**src/rtl/ifu_pkg.sv**
```systemverilog
// Shared widths, reset default and the prefetch queue payload for the ifu.
package ifu_pkg;

  localparam int unsigned XLEN = 32;
  localparam logic [XLEN-1:0] RESET_PC_DEFAULT = 32'h0000_0000;

  typedef struct packed {
    logic [XLEN-1:0] pc;
    logic [XLEN-1:0] inst;
  } fetch_entry_t;

endpackage

```
**src/rtl/ifu_fifo.sv**
```systemverilog
// Synchronous FIFO with flush; used for the instruction queue and the request PC tags.
module ifu_fifo #(
  parameter int unsigned WIDTH = 32,
  parameter int unsigned DEPTH = 4,
  localparam int unsigned CNT_W = $clog2(DEPTH + 1)
) (
  input  logic             clk,
  input  logic             rst_n,
  input  logic             push,
  input  logic             pop,
  input  logic             flush,
  input  logic [WIDTH-1:0] wdata,
  output logic [WIDTH-1:0] rdata,
  output logic             full,
  output logic             empty,
  output logic [CNT_W-1:0] count
);

  localparam int unsigned PTR_W = $clog2(DEPTH);

  logic [WIDTH-1:0] mem [DEPTH];
  logic [PTR_W-1:0] wr_ptr;
  logic [PTR_W-1:0] rd_ptr;
  logic             do_push;
  logic             do_pop;

  assign do_push = push & ~flush;
  assign do_pop  = pop & ~flush & ~empty;
  assign rdata   = mem[rd_ptr];
  assign full    = (count == CNT_W'(DEPTH));
  assign empty   = (count == '0);

  // Storage is cleared on reset so the head reads as zero until the first push.
  always_ff @(posedge clk) begin
    if (!rst_n) begin
      wr_ptr <= '0;
      rd_ptr <= '0;
      count  <= '0;
      for (int unsigned i = 0; i < DEPTH; i++) mem[PTR_W'(i)] <= '0;
    end else if (flush) begin
      wr_ptr <= '0;
      rd_ptr <= '0;
      count  <= '0;
    end else begin
      if (do_push) begin
        mem[wr_ptr] <= wdata;
        wr_ptr      <= wr_ptr + PTR_W'(1);
      end
      if (do_pop) rd_ptr <= rd_ptr + PTR_W'(1);
      count <= count + CNT_W'(do_push) - CNT_W'(do_pop);
    end
  end

  a_no_overflow: assert property (@(posedge clk) disable iff (!rst_n) !(push && !flush && full));
  a_no_underflow: assert property (@(posedge clk) disable iff (!rst_n) !(pop && !flush && empty));

endmodule

```
**src/rtl/ifu.sv**
```systemverilog
// Instruction fetch unit: credit-limited word fetch, PC-tagged prefetch queue, redirect flush.
module ifu
  import ifu_pkg::*;
#(
  parameter logic [XLEN-1:0] RESET_PC   = RESET_PC_DEFAULT,
  parameter int unsigned     FIFO_DEPTH = 4
) (
  input  logic            clk,
  input  logic            rst_n,
  input  logic            redirect_i,
  input  logic [XLEN-1:0] redirect_pc_i,
  output logic            imem_req_o,
  output logic [XLEN-1:0] imem_addr_o,
  input  logic            imem_gnt_i,
  input  logic            imem_rvalid_i,
  input  logic [XLEN-1:0] imem_rdata_i,
  output logic            inst_valid_o,
  output logic [XLEN-1:0] inst_o,
  output logic [XLEN-1:0] inst_pc_o,
  input  logic            inst_ready_i
);

  localparam int unsigned CNT_W   = $clog2(FIFO_DEPTH + 1);
  localparam int unsigned SUM_W   = CNT_W + 1;
  localparam int unsigned ENTRY_W = $bits(fetch_entry_t);

  logic [XLEN-1:0]  fetch_pc;
  logic [XLEN-1:0]  fetch_pc_nxt;
  logic [CNT_W-1:0] out_cnt;
  logic [CNT_W-1:0] out_cnt_nxt;
  logic [CNT_W-1:0] drop_cnt;
  logic [CNT_W-1:0] drop_cnt_nxt;
  logic [CNT_W-1:0] q_count;
  logic [CNT_W-1:0] q_count_nxt;
  logic [CNT_W-1:0] tag_count;
  logic             req_q;
  logic             req_nxt;
  logic             grant;
  logic             resp_stale;
  logic             q_push;
  logic             q_pop;
  logic             q_full;
  logic             q_empty;
  logic             tag_full;
  logic             tag_empty;
  logic [XLEN-1:0]  tag_pc;
  fetch_entry_t     q_wdata;
  fetch_entry_t     q_rdata;

  assign grant      = req_q & imem_gnt_i;
  assign resp_stale = redirect_i | (drop_cnt != '0);
  assign q_push     = imem_rvalid_i & ~resp_stale;
  assign q_pop      = ~q_empty & inst_ready_i;
  assign q_wdata    = '{pc: tag_pc, inst: imem_rdata_i};

  // Next-state view; the request flag is registered from it so the credit check stays exact.
  always_comb begin
    fetch_pc_nxt = fetch_pc;
    drop_cnt_nxt = drop_cnt;
    out_cnt_nxt  = out_cnt + CNT_W'(grant) - CNT_W'(imem_rvalid_i);
    q_count_nxt  = redirect_i ? '0 : q_count + CNT_W'(q_push) - CNT_W'(q_pop);
    if (redirect_i) begin
      fetch_pc_nxt = redirect_pc_i & ~XLEN'(3);
      drop_cnt_nxt = out_cnt_nxt;
    end else begin
      if (grant) fetch_pc_nxt = fetch_pc + XLEN'(4);
      if (imem_rvalid_i && (drop_cnt != '0)) drop_cnt_nxt = drop_cnt - CNT_W'(1);
    end
    req_nxt = (SUM_W'(q_count_nxt) + SUM_W'(out_cnt_nxt)) < SUM_W'(FIFO_DEPTH);
  end

  always_ff @(posedge clk) begin
    if (!rst_n) begin
      fetch_pc <= RESET_PC;
      out_cnt  <= '0;
      drop_cnt <= '0;
      req_q    <= 1'b0;
    end else begin
      fetch_pc <= fetch_pc_nxt;
      out_cnt  <= out_cnt_nxt;
      drop_cnt <= drop_cnt_nxt;
      req_q    <= req_nxt;
    end
  end

  // PC of every granted request, popped in order as responses return (stale ones included).
  ifu_fifo #(
    .WIDTH (XLEN),
    .DEPTH (FIFO_DEPTH)
  ) u_tag_fifo (
    .clk   (clk),
    .rst_n (rst_n),
    .push  (grant),
    .pop   (imem_rvalid_i),
    .flush (1'b0),
    .wdata (fetch_pc),
    .rdata (tag_pc),
    .full  (tag_full),
    .empty (tag_empty),
    .count (tag_count)
  );

  ifu_fifo #(
    .WIDTH (ENTRY_W),
    .DEPTH (FIFO_DEPTH)
  ) u_inst_q (
    .clk   (clk),
    .rst_n (rst_n),
    .push  (q_push),
    .pop   (q_pop),
    .flush (redirect_i),
    .wdata (q_wdata),
    .rdata (q_rdata),
    .full  (q_full),
    .empty (q_empty),
    .count (q_count)
  );

  assign imem_req_o   = req_q;
  assign imem_addr_o  = fetch_pc;
  assign inst_valid_o = ~q_empty;
  assign inst_o       = q_rdata.inst;
  assign inst_pc_o    = q_rdata.pc;

  a_credit: assert property (@(posedge clk) disable iff (!rst_n) !(grant && tag_full));
  a_no_orphan: assert property (@(posedge clk) disable iff (!rst_n) !(imem_rvalid_i && tag_empty));
  a_tag_track: assert property (@(posedge clk) disable iff (!rst_n) tag_count == out_cnt);
  a_q_room: assert property (@(posedge clk) disable iff (!rst_n) !(q_push && q_full));

endmodule

```
**config.mk**
```make
export PLATFORM = sky130hd
export DESIGN_NAME = ifu
export DESIGN_NICKNAME = d
export VERILOG_FILES = /design/src/rtl/ifu_pkg.sv /design/src/rtl/ifu_fifo.sv /design/src/rtl/ifu.sv
export SDC_FILE = /design/constraint.sdc
export NUM_CORES = 1
export LEC_CHECK = 0
export BUFFER_PORTS_ARGS = -buffer_cell sky130_fd_sc_hd__buf_2
export CAP_MARGIN = 20
export CELL_PAD_IN_SITES_DETAIL_PLACEMENT = 0
export CELL_PAD_IN_SITES_GLOBAL_PLACEMENT = 1
export CORE_UTILIZATION = 54
export CTS_BUF_LIST = sky130_fd_sc_hd__clkbuf_16
export DETAILED_ROUTE_END_ITERATION = 12
export PLACE_DENSITY_LB_ADDON = 0.25
export SLEW_MARGIN = 25
export SYNTH_ARGS = -nofsm -noshare
export SYNTH_HDL_FRONTEND = slang
export SYNTH_HIERARCHICAL = 1
export SYNTH_SLANG_ARGS = --single-unit
```
**constraint.sdc**
```tcl
create_clock -name clk -period 12.4 [get_ports clk]
set_clock_uncertainty 0.15 [all_clocks]
set_input_delay 1.86 -clock clk [delete_from_list [all_inputs] [get_ports clk]]
set_output_delay 1.86 -clock clk [all_outputs]
set_load 0.05 [all_outputs]
```
==> results.cfg <==
[layout]
nets = 1645
final_layout_size_suffix_gt1_share_pct = 28.2
area_growth_pct = 11.1
regArea_sq_um = 12600
layout_commonest_cell = edfxtp_1
final_cell_mix = edfxtp_1, nor3_1, buf_2
diodes = 0
postLayoutCellArea_sq_um = 22500
multi_input_area_sq_um = 6420
fill_cells = 2889

[setup_path]
worstPathMaxFanout = 33
cp.required_ns = 10.39
cp-start-kind = flop
critical_path_class = flop to output port
crit_arrival_ns = 2.88
worst_setup_path_end_kind = output port

[power]
p_per_area_nw_per_um2 = 148
p_seq_share_pct = 51.5
cell_internal_pwr_uw = 2500
power.switching_uw = 826
p_leak_uw = 0.00787
power.total_uw = 3320
power.share.switching_pct = 24.8
combPwrFrac_pct = 10.2
ir_worst_vdd_mv = 0.0885
pwr-share-clk_pct = 38.3

[sta]
hold_viol_final = 0
holdWs_ns = 0.366
min_period_ns = 4.89
worst_slew_pin_slew_ns = 1.01
max_freq_mhz = 204
slew_headroom_pct = 32.6
grt_setup_unrepaired = false
maxSlewViolCount = 0
setup_viol = 0
tns_ns = 0
fin_crit_sh_pct = 39.4

[clock_tree]
cts-root-buf = clkbuf_16
insertion_delay_ns = 0.54
hold_buffers = 0
ctsResizeCount = 0
cts_setup_buffers = 0
cts_tree = built
clkTransAtPathRegs_ns = 0.06
htree_levels = 2
cts_inserted_buffers = 46
clock_sinks = 439
clock_path_buffers = 3

[grt]
grt_first_pass_wirelength_um = 65600
grt-busiest-layer = met2
grt_pass1_vias = 12000
met1_usage_pct = 30.8
use_met3_pct = 2.90
grt_max_degree = 113
antenna_found_initial = 0
grt_usage_pct = 22.0
grt.met2_usage_pct = 36.9
grt_overflow = 0

[floorplan]
start_util_pct = 55.1
num_rows = 70
dieArea_sq_um = 38200
fp.dieH_um = 196
ios = 168
core_area_sq_um = 36700
die_w_um = 196

[placed_design]
post_dp_cell_area_sq_um = 21100
io_buffers = 163
routabilityCongestion = 0.807
dpl.hpwl_um = 23400

[logic_synthesis]
syn_inst = 1428
ys_warn_count = 6
mappedNetlistArea_sq_um = 20200
syn_avg_cell_area_sq_um = 14.2

[detailed_routing]
wl_per_cell_um = 20.1
drtIter0Drc = 673
drc = 0
ant_nets = 0
dr.pass1.iters = 5
drt_wl_total_um = 41400
vias = 11900
routed_via_density = 5.77

[worst_hold_path]
hold_class = flop to flop

[run_status]
status = complete, no violations

[run]
max_cap_violations = 0
==> path summary, 6_finish.rpt <==
check	to	depth (start not counted)	slack [ns]	start
worst max-delay path	inst_o[17]	3	7.51	flop
worst min-delay path	flop	2	0.37	u_tag_fifo/rd_ptr[1]
worst max register to register	imem_req_o	10	8.98	imem_req_o
worst min register to register	flop	2	0.37	u_tag_fifo/rd_ptr[1]
==> stage by stage <==
step                utilization (%)  cells  worst slack (ns)
floorplan                         -   1439              4.13
global placement               57.4   1978              7.07
detailed placement             57.4   1978              7.05
CTS                            61.2   2063              7.39
global route                   61.3   2063              7.29
finish                         61.3   2063              7.51
==> registers in the layout, summed over array words and instances (netlist names), 3 cells and up, named ones only <==
signal / flops
u_inst_q/count: 3
out_cnt: 3
imem_addr_o: 30
u_tag_fifo/mem: 128
drop_cnt: 3
u_inst_q/mem: 256
u_tag_fifo/count: 3
==> critical path: stages (launching register included) <==
cell and delay, ns:
dfxtp_4 0.78, buf_4 0.68, mux4_2 0.60, buf_2 0.23
==> metal layers <==
layer | vias up | wire [um]
met5 | - | 0
met4 | 0 | 694
met3 | 55 | 2340
met2 | 353 | 20100
met1 | 5853 | 18200
li1 | 5639 | -
==> power by group through the flow <==
stage / clock [uW] / combinational [uW] / sequential (uW)
5_1_grt: 1350 / 367 / 1720
6_report: 1270 / 339 / 1710
2_1_floorplan: 0 / 233 / 1770
3_3_place_gp: 0 / 338 / 1740
4_1_cts: 1310 / 343 / 1710
3_5_place_dp: 0 / 342 / 1740
==> final cells by class <==
class | instances | area share (%)
repair buffers | 187 | 4.46
flip-flops and latches | 439 | 56.2
clock inverters | 38 | 0.968
well taps | 468 | 2.60
inverters | 116 | 1.94
clock buffers | 47 | 5.23
multi-input cells | 768 | 28.6
Power figures use the tool's default switching activity.
